**config.mk**
```make
export PLATFORM = sky130hd
export DESIGN_NAME = mem_2k_reader
export DESIGN_NICKNAME = d
export VERILOG_FILES = /design/src/rtl/mem_2k_reader.sv
export SDC_FILE = /design/constraint.sdc
export NUM_CORES = 1
export LEC_CHECK = 0
export ABC_AREA = 1
export BUFFER_PORTS_ARGS = -buffer_cell sky130_fd_sc_hd__buf_2
export CORE_MARGIN = 1.5
export CORE_UTILIZATION = 60
export CTS_BUF_LIST = sky130_fd_sc_hd__clkbuf_4 sky130_fd_sc_hd__clkbuf_8
export DETAILED_ROUTE_END_ITERATION = 10
export PLACE_DENSITY_LB_ADDON = 0.12
export SETUP_SLACK_MARGIN = 0.4
export SLEW_MARGIN = 20
export SYNTH_ARGS = -nofsm -noshare
export SYNTH_HDL_FRONTEND = slang
export SYNTH_SLANG_ARGS = --single-unit
export TNS_END_PERCENT = 20
```
**constraint.sdc**
```tcl
create_clock -name rdclock -period 6.7 [get_ports rdclock]
set_clock_uncertainty 0.2 [all_clocks]
set_input_delay 1.005 -clock rdclock [delete_from_list [all_inputs] [get_ports rdclock]]
set_output_delay 1.005 -clock rdclock [all_outputs]
set_load 0.02 [all_outputs]
```
**src/rtl/mem_2k_reader.sv**
```systemverilog
// rtl/mem_2k_reader.sv - burst reader from a 2K-word registered RAM into a ready/valid stream
// Optional macro MEM_2K_READER_STATS_EN enables the rd_words delivered-word counter.
module mem_2k_reader #(
   parameter int DATA_W     = 64,
   parameter int ADDR_W     = 11,
   parameter int RD_LATENCY = 2,
   parameter int FIFO_DEPTH = 4
) (
   input  logic              rdclock,
   input  logic              sclr,
   input  logic              start,
   input  logic [ADDR_W-1:0] base_addr,
   input  logic [ADDR_W:0]   length,
   output logic              busy,
   output logic              done,
   output logic [ADDR_W-1:0] rdaddress,
   input  logic [DATA_W-1:0] q,
   output logic [DATA_W-1:0] out_data,
   output logic              out_valid,
   input  logic              out_ready,
   output logic [31:0]       rd_words
);
   localparam int PTR_W = $clog2(FIFO_DEPTH);
   localparam int CNT_W = $clog2(FIFO_DEPTH + RD_LATENCY + 2) + 1;
   localparam logic [ADDR_W:0]   MAX_LEN  = {1'b1, {ADDR_W{1'b0}}};
   localparam logic [ADDR_W:0]   LEN_ONE  = {{ADDR_W{1'b0}}, 1'b1};
   localparam logic [ADDR_W-1:0] ADDR_ONE = {{(ADDR_W-1){1'b0}}, 1'b1};

   typedef enum logic [1:0] {IDLE, READ, DRAIN} state_t;

   state_t                 state;
   logic                   issued;
   logic [RD_LATENCY-1:0]  tag_sr;
   logic [ADDR_W:0]        remaining;
   logic [ADDR_W:0]        pending;
   logic                   zero_done;

   logic [DATA_W-1:0]      fifo_mem [FIFO_DEPTH];
   logic [PTR_W-1:0]       wr_ptr;
   logic [PTR_W-1:0]       rd_ptr;
   logic [PTR_W:0]         fifo_count;

   logic [CNT_W-1:0]       inflight;
   logic [ADDR_W:0]        clamped;
   logic                   push;
   logic                   pop;
   logic                   last_pop;
   logic                   can_issue;

   // The address register itself counts as one in-flight read, ahead of the tag pipe.
   always_comb begin
      inflight = CNT_W'(issued);
      for (int i = 0; i < RD_LATENCY; i++) begin
         inflight = inflight + CNT_W'(tag_sr[i]);
      end
   end

   assign out_valid = (fifo_count != '0);
   assign out_data  = fifo_mem[rd_ptr];
   assign pop       = out_valid && out_ready;
   assign push      = tag_sr[RD_LATENCY-1];
   assign last_pop  = pop && (state != IDLE) && (pending == LEN_ONE);
   assign done      = zero_done || last_pop;
   assign busy      = (state != IDLE);
   assign clamped   = (length > MAX_LEN) ? MAX_LEN : length;

   // A pop this cycle frees a slot, so it counts as credit for a new issue.
   assign can_issue = (CNT_W'(fifo_count) + inflight) < (CNT_W'(FIFO_DEPTH) + CNT_W'(pop));

   always_ff @(posedge rdclock) begin
      if (sclr) begin
         state      <= IDLE;
         issued     <= 1'b0;
         tag_sr     <= '0;
         remaining  <= '0;
         pending    <= '0;
         zero_done  <= 1'b0;
         rdaddress  <= '0;
         wr_ptr     <= '0;
         rd_ptr     <= '0;
         fifo_count <= '0;
         for (int i = 0; i < FIFO_DEPTH; i++) begin
            fifo_mem[i] <= '0;
         end
      end else begin
         zero_done <= 1'b0;
         issued    <= 1'b0;
         tag_sr[0] <= issued;
         for (int i = 1; i < RD_LATENCY; i++) begin
            tag_sr[i] <= tag_sr[i-1];
         end

         if (push) begin
            fifo_mem[wr_ptr] <= q;
            wr_ptr           <= wr_ptr + PTR_W'(1);
         end
         if (pop) begin
            rd_ptr <= rd_ptr + PTR_W'(1);
         end
         if (push && !pop) begin
            fifo_count <= fifo_count + (PTR_W+1)'(1);
         end else if (!push && pop) begin
            fifo_count <= fifo_count - (PTR_W+1)'(1);
         end
         if (pop && state != IDLE) begin
            pending <= pending - LEN_ONE;
         end

         case (state)
            IDLE: begin
               if (start) begin
                  if (clamped == '0) begin
                     zero_done <= 1'b1;
                  end else begin
                     rdaddress <= base_addr;
                     issued    <= 1'b1;
                     remaining <= clamped - LEN_ONE;
                     pending   <= clamped;
                     state     <= (clamped == LEN_ONE) ? DRAIN : READ;
                  end
               end
            end
            READ: begin
               if (can_issue) begin
                  rdaddress <= rdaddress + ADDR_ONE;
                  issued    <= 1'b1;
                  remaining <= remaining - LEN_ONE;
                  if (remaining == LEN_ONE) begin
                     state <= DRAIN;
                  end
               end
            end
            DRAIN: begin
               if (last_pop) begin
                  state <= IDLE;
               end
            end
            default: state <= IDLE;
         endcase
      end
   end

`ifdef MEM_2K_READER_STATS_EN
   logic [31:0] word_cnt;

   always_ff @(posedge rdclock) begin
      if (sclr) begin
         word_cnt <= '0;
      end else if (pop && word_cnt != 32'hFFFF_FFFF) begin
         word_cnt <= word_cnt + 32'd1;
      end
   end

   assign rd_words = word_cnt;
`else
   assign rd_words = 32'd0;
`endif

endmodule

```
==> flow_metrics.py <==
metrics = {
    "clocking": {
        "holdBufCountCts": 0,
        "cts-resized-gates": 0,
        "cts_buffer_depth": 3,
        "cts_buffers": 49,
        "cts_root_buffer": "clkbuf_8",
        "post_cts_buffers": 0,
        "tritoncts": "done",
        "cts.sinks": 306,
        "clk_pin_slew_ns": 0.07,
        "htreeDepth": 2,
        "clk_latency_ns": 0.58,
    },
    "worst_setup_path": {
        "slowest_delay_ns": 0.66,
        "cpLargestDelayFamily": "buffers and inverters",
        "cp_data_arrival_time_ns": 3.13,
        "slowest_stage": "buf_4",
        "endpoint_kind": "output port",
        "crit_buf_inv": 3,
        "path_max_fanout": 70,
        "path_class": "reg -> out",
        "r2r-start": "tag_sr[1]",
        "cp_data_required_time_ns": 5.49,
        "start_kind": "register",
        "crit_chain": "inv_4, buf_4, o21ai_0, o22ai_1, buf_2",
    },
    "logic_synthesis": {
        "synth.distinct_cells": 41,
        "synth_edf_count": 256,
        "ys_seq_area_share_pct": 59.96,
        "synth_warnings": 0,
        "async_reset_ff_share_pct": 0,
        "synthCells": 1583,
        "synth_area_sq_um": 14490,
        "synth.avg_cell_area_sq_um": 9.154,
        "synthFlopType": "edfxtp_1",
        "ys_seq_elements": 306,
        "synthTopCellsByArea": "edfxtp_1 53%, nor2_1 13%, dfxtp_1 6.9%, o21ai_0 5.6%, inv_1 5.0%",
        "synth.largest_area_cell": "edfxtp_1",
        "synth.top_cell.area_share_pct": 53.05,
    },
    "routing": {
        "vias": 11210,
        "routedWlPerCell_microns": 15.88,
        "drt_iter0_drc": 852,
        "drt_pass1_iterations": 7,
        "vias_per_cell": 5.361,
        "wl_microns": 33210,
        "drc_errors": 0,
        "final_antenna_net_count": 0,
    },
    "floorplan": {
        "io_pins": 201,
        "die_w_microns": 158.4,
        "start_util_pct": 61.37,
        "core-area_sq_um": 23610,
        "num_rows": 56,
        "die_h_microns": 158.4,
        "dieArea_sq_um": 25090,
    },
    "global_routing": {
        "grt_max_degree": 71,
        "first_global_vias": 10430,
        "grt_pass1_wl_microns": 51480,
        "gr-total-overflow": 0,
        "antenna_found_initial": 0,
        "grt_use_total_pct": 26.43,
    },
    "pwr": {
        "p_leak_uw": 0.006835,
        "peakVddDrop_mv": 0.2675,
        "p_per_area_nw_per_um2": 360.6,
    },
    "final_layout": {
        "nNetsFinal": 1835,
        "final_cell_mix": "487 x nor2_1, 256 x edfxtp_1, 192 x inv_1",
        "mostFrequentLayoutCell": "nor2_1",
        "final_area_sq_um": 16430,
        "antenna_cells": 0,
        "drive_gt1_share_pct": 16.48,
        "area_delta_synth_final_pct": 13.40,
    },
    "timing": {
        "tightestPinTransition_ns": 1.012,
        "slew_viol_final": 0,
        "min_period_over_period_pct": 64.66,
        "hold_violations": 0,
        "relSlewSlack_pct": 32.52,
        "setup-violations-final": 0,
        "rsz0062_at_grt": "no",
        "fmax_mhz": 230.8,
        "finalSetupTns_ns": 0,
        "fin_crit_ns": 4.333,
    },
    "placement": {
        "io_buffers": 168,
        "place_area_sq_um": 15420,
        "gp_congestion": 0.8466,
        "dp_hpwl_microns": 18530,
    },
    "worst_hold_path": {
        "min_from": "issued",
        "hold_class": "reg -> reg",
    },
    "outcome": {
        "status": "finished clean",
    },
    "flow_run": {
        "maxCapViolCount": 0,
    },
}
## final timing paths
check	to	slack (ns)	depth (start not counted)
worst max-delay path	out_data[57]	2.37	5
worst max register to register	fifo_mem[0][36]	3.43	4
worst min-delay path	tag_sr[0]	0.21	2
worst min register to register	tag_sr[0]	0.21	2
## cell usage after synthesis (3+ instances only)
cell      count
o32ai_1       3
buf_4        33
buf_1         8
a21oi_1      24
clkbuf_1     67
nor2_1      487
o22ai_1      68
inv_1       194
nand4_1       8
ha_1         10
dfxtp_1      50
mux2i_1       4
o21ai_0     163
fa_1          3
inv_2         5
edfxtp_1    256
buf_6         3
o21ai_1       7
buf_2         3
xnor2_1       7
nand2_1     102
o21ai_2       3
nor3_1        6
a31oi_1       6
nand3_1      32
xor2_1       11
## state kept, by name, summed over array words and instances, names as in the netlist, named ones only
| signal | flops |
|---|---|
| fifo_mem | 256 |
| pending | 12 |
| remaining | 12 |
| rdaddress | 11 |
| fifo_count | 3 |
| rd_ptr | 2 |
| state | 2 |
| tag_sr | 2 |
| wr_ptr | 2 |
| issued | 1 |
| zero_done | 1 |
## where the power goes
group | total (uW) | switching (uW) | internal, uW
Combinational | 1880 | 1300 | 581
Clock | 1620 | 727 | 889
Sequential | 2430 | 177 | 2250
Total | 5930 | 2200 | 3720
## logic make-up (layout without fill, tap and decap cells)
logic type	after synthesis	after routing	share of synthesized area, %
simple gates	649	649	17.73
buf+inv	314	472	9.169
flops	306	306	59.96
compound gates	278	278	10.47
xor+xnor	18	18	1.088
fa+ha+maj	13	13	1.278
mux	4	4	0.2763
other cells	1	32	0.02588
## per-layer routing
| layer | part of all wire, % | track usage, % | vias up |
|---|---|---|---|
| met4 | 2.0 | 7.966 | 0 |
| met2 | 48 | 45.06 | 468 |
| met1 | 42 | 34.73 | 5243 |
| met3 | 8.1 | 4.545 | 50 |
| met5 | 0 | 0 | - |
| li1 | - | - | 5449 |
## cell type report
class                   count  area, sq um
clock buffers              72        884.6
clock inverters            20        125.1
fillers                  1888         7179
inverters                 200        753.2
multi-input cells         994         4647
flip-flops and latches    306         8693
well taps                 319        399.1
repair buffers            180        930.9
## worst min-delay path: stages, from the launching register on
cell and delay [ns]:
dfxtp_1 0.33, inv_1 0.05, nor2_1 0.03
## through the flow
step | setup WS [ns] | total power, uW | cells | util [%] | hold slack, ns
floorplan | 0.7228 | 3816 | 1614 | - | 0.2248
global placement | 2.797 | 4295 | 1999 | 65.32 | 0.2393
detailed placement | 2.755 | 4337 | 1999 | 65.32 | 0.2444
CTS | 2.364 | 5944 | 2091 | 69.60 | 0.2167
global route | 2.232 | 6260 | 2091 | 69.60 | 0.2530
finish | 2.367 | 5925 | 2091 | 69.60 | 0.2144
No activity file was read; power rests on OpenSTA's default activity.
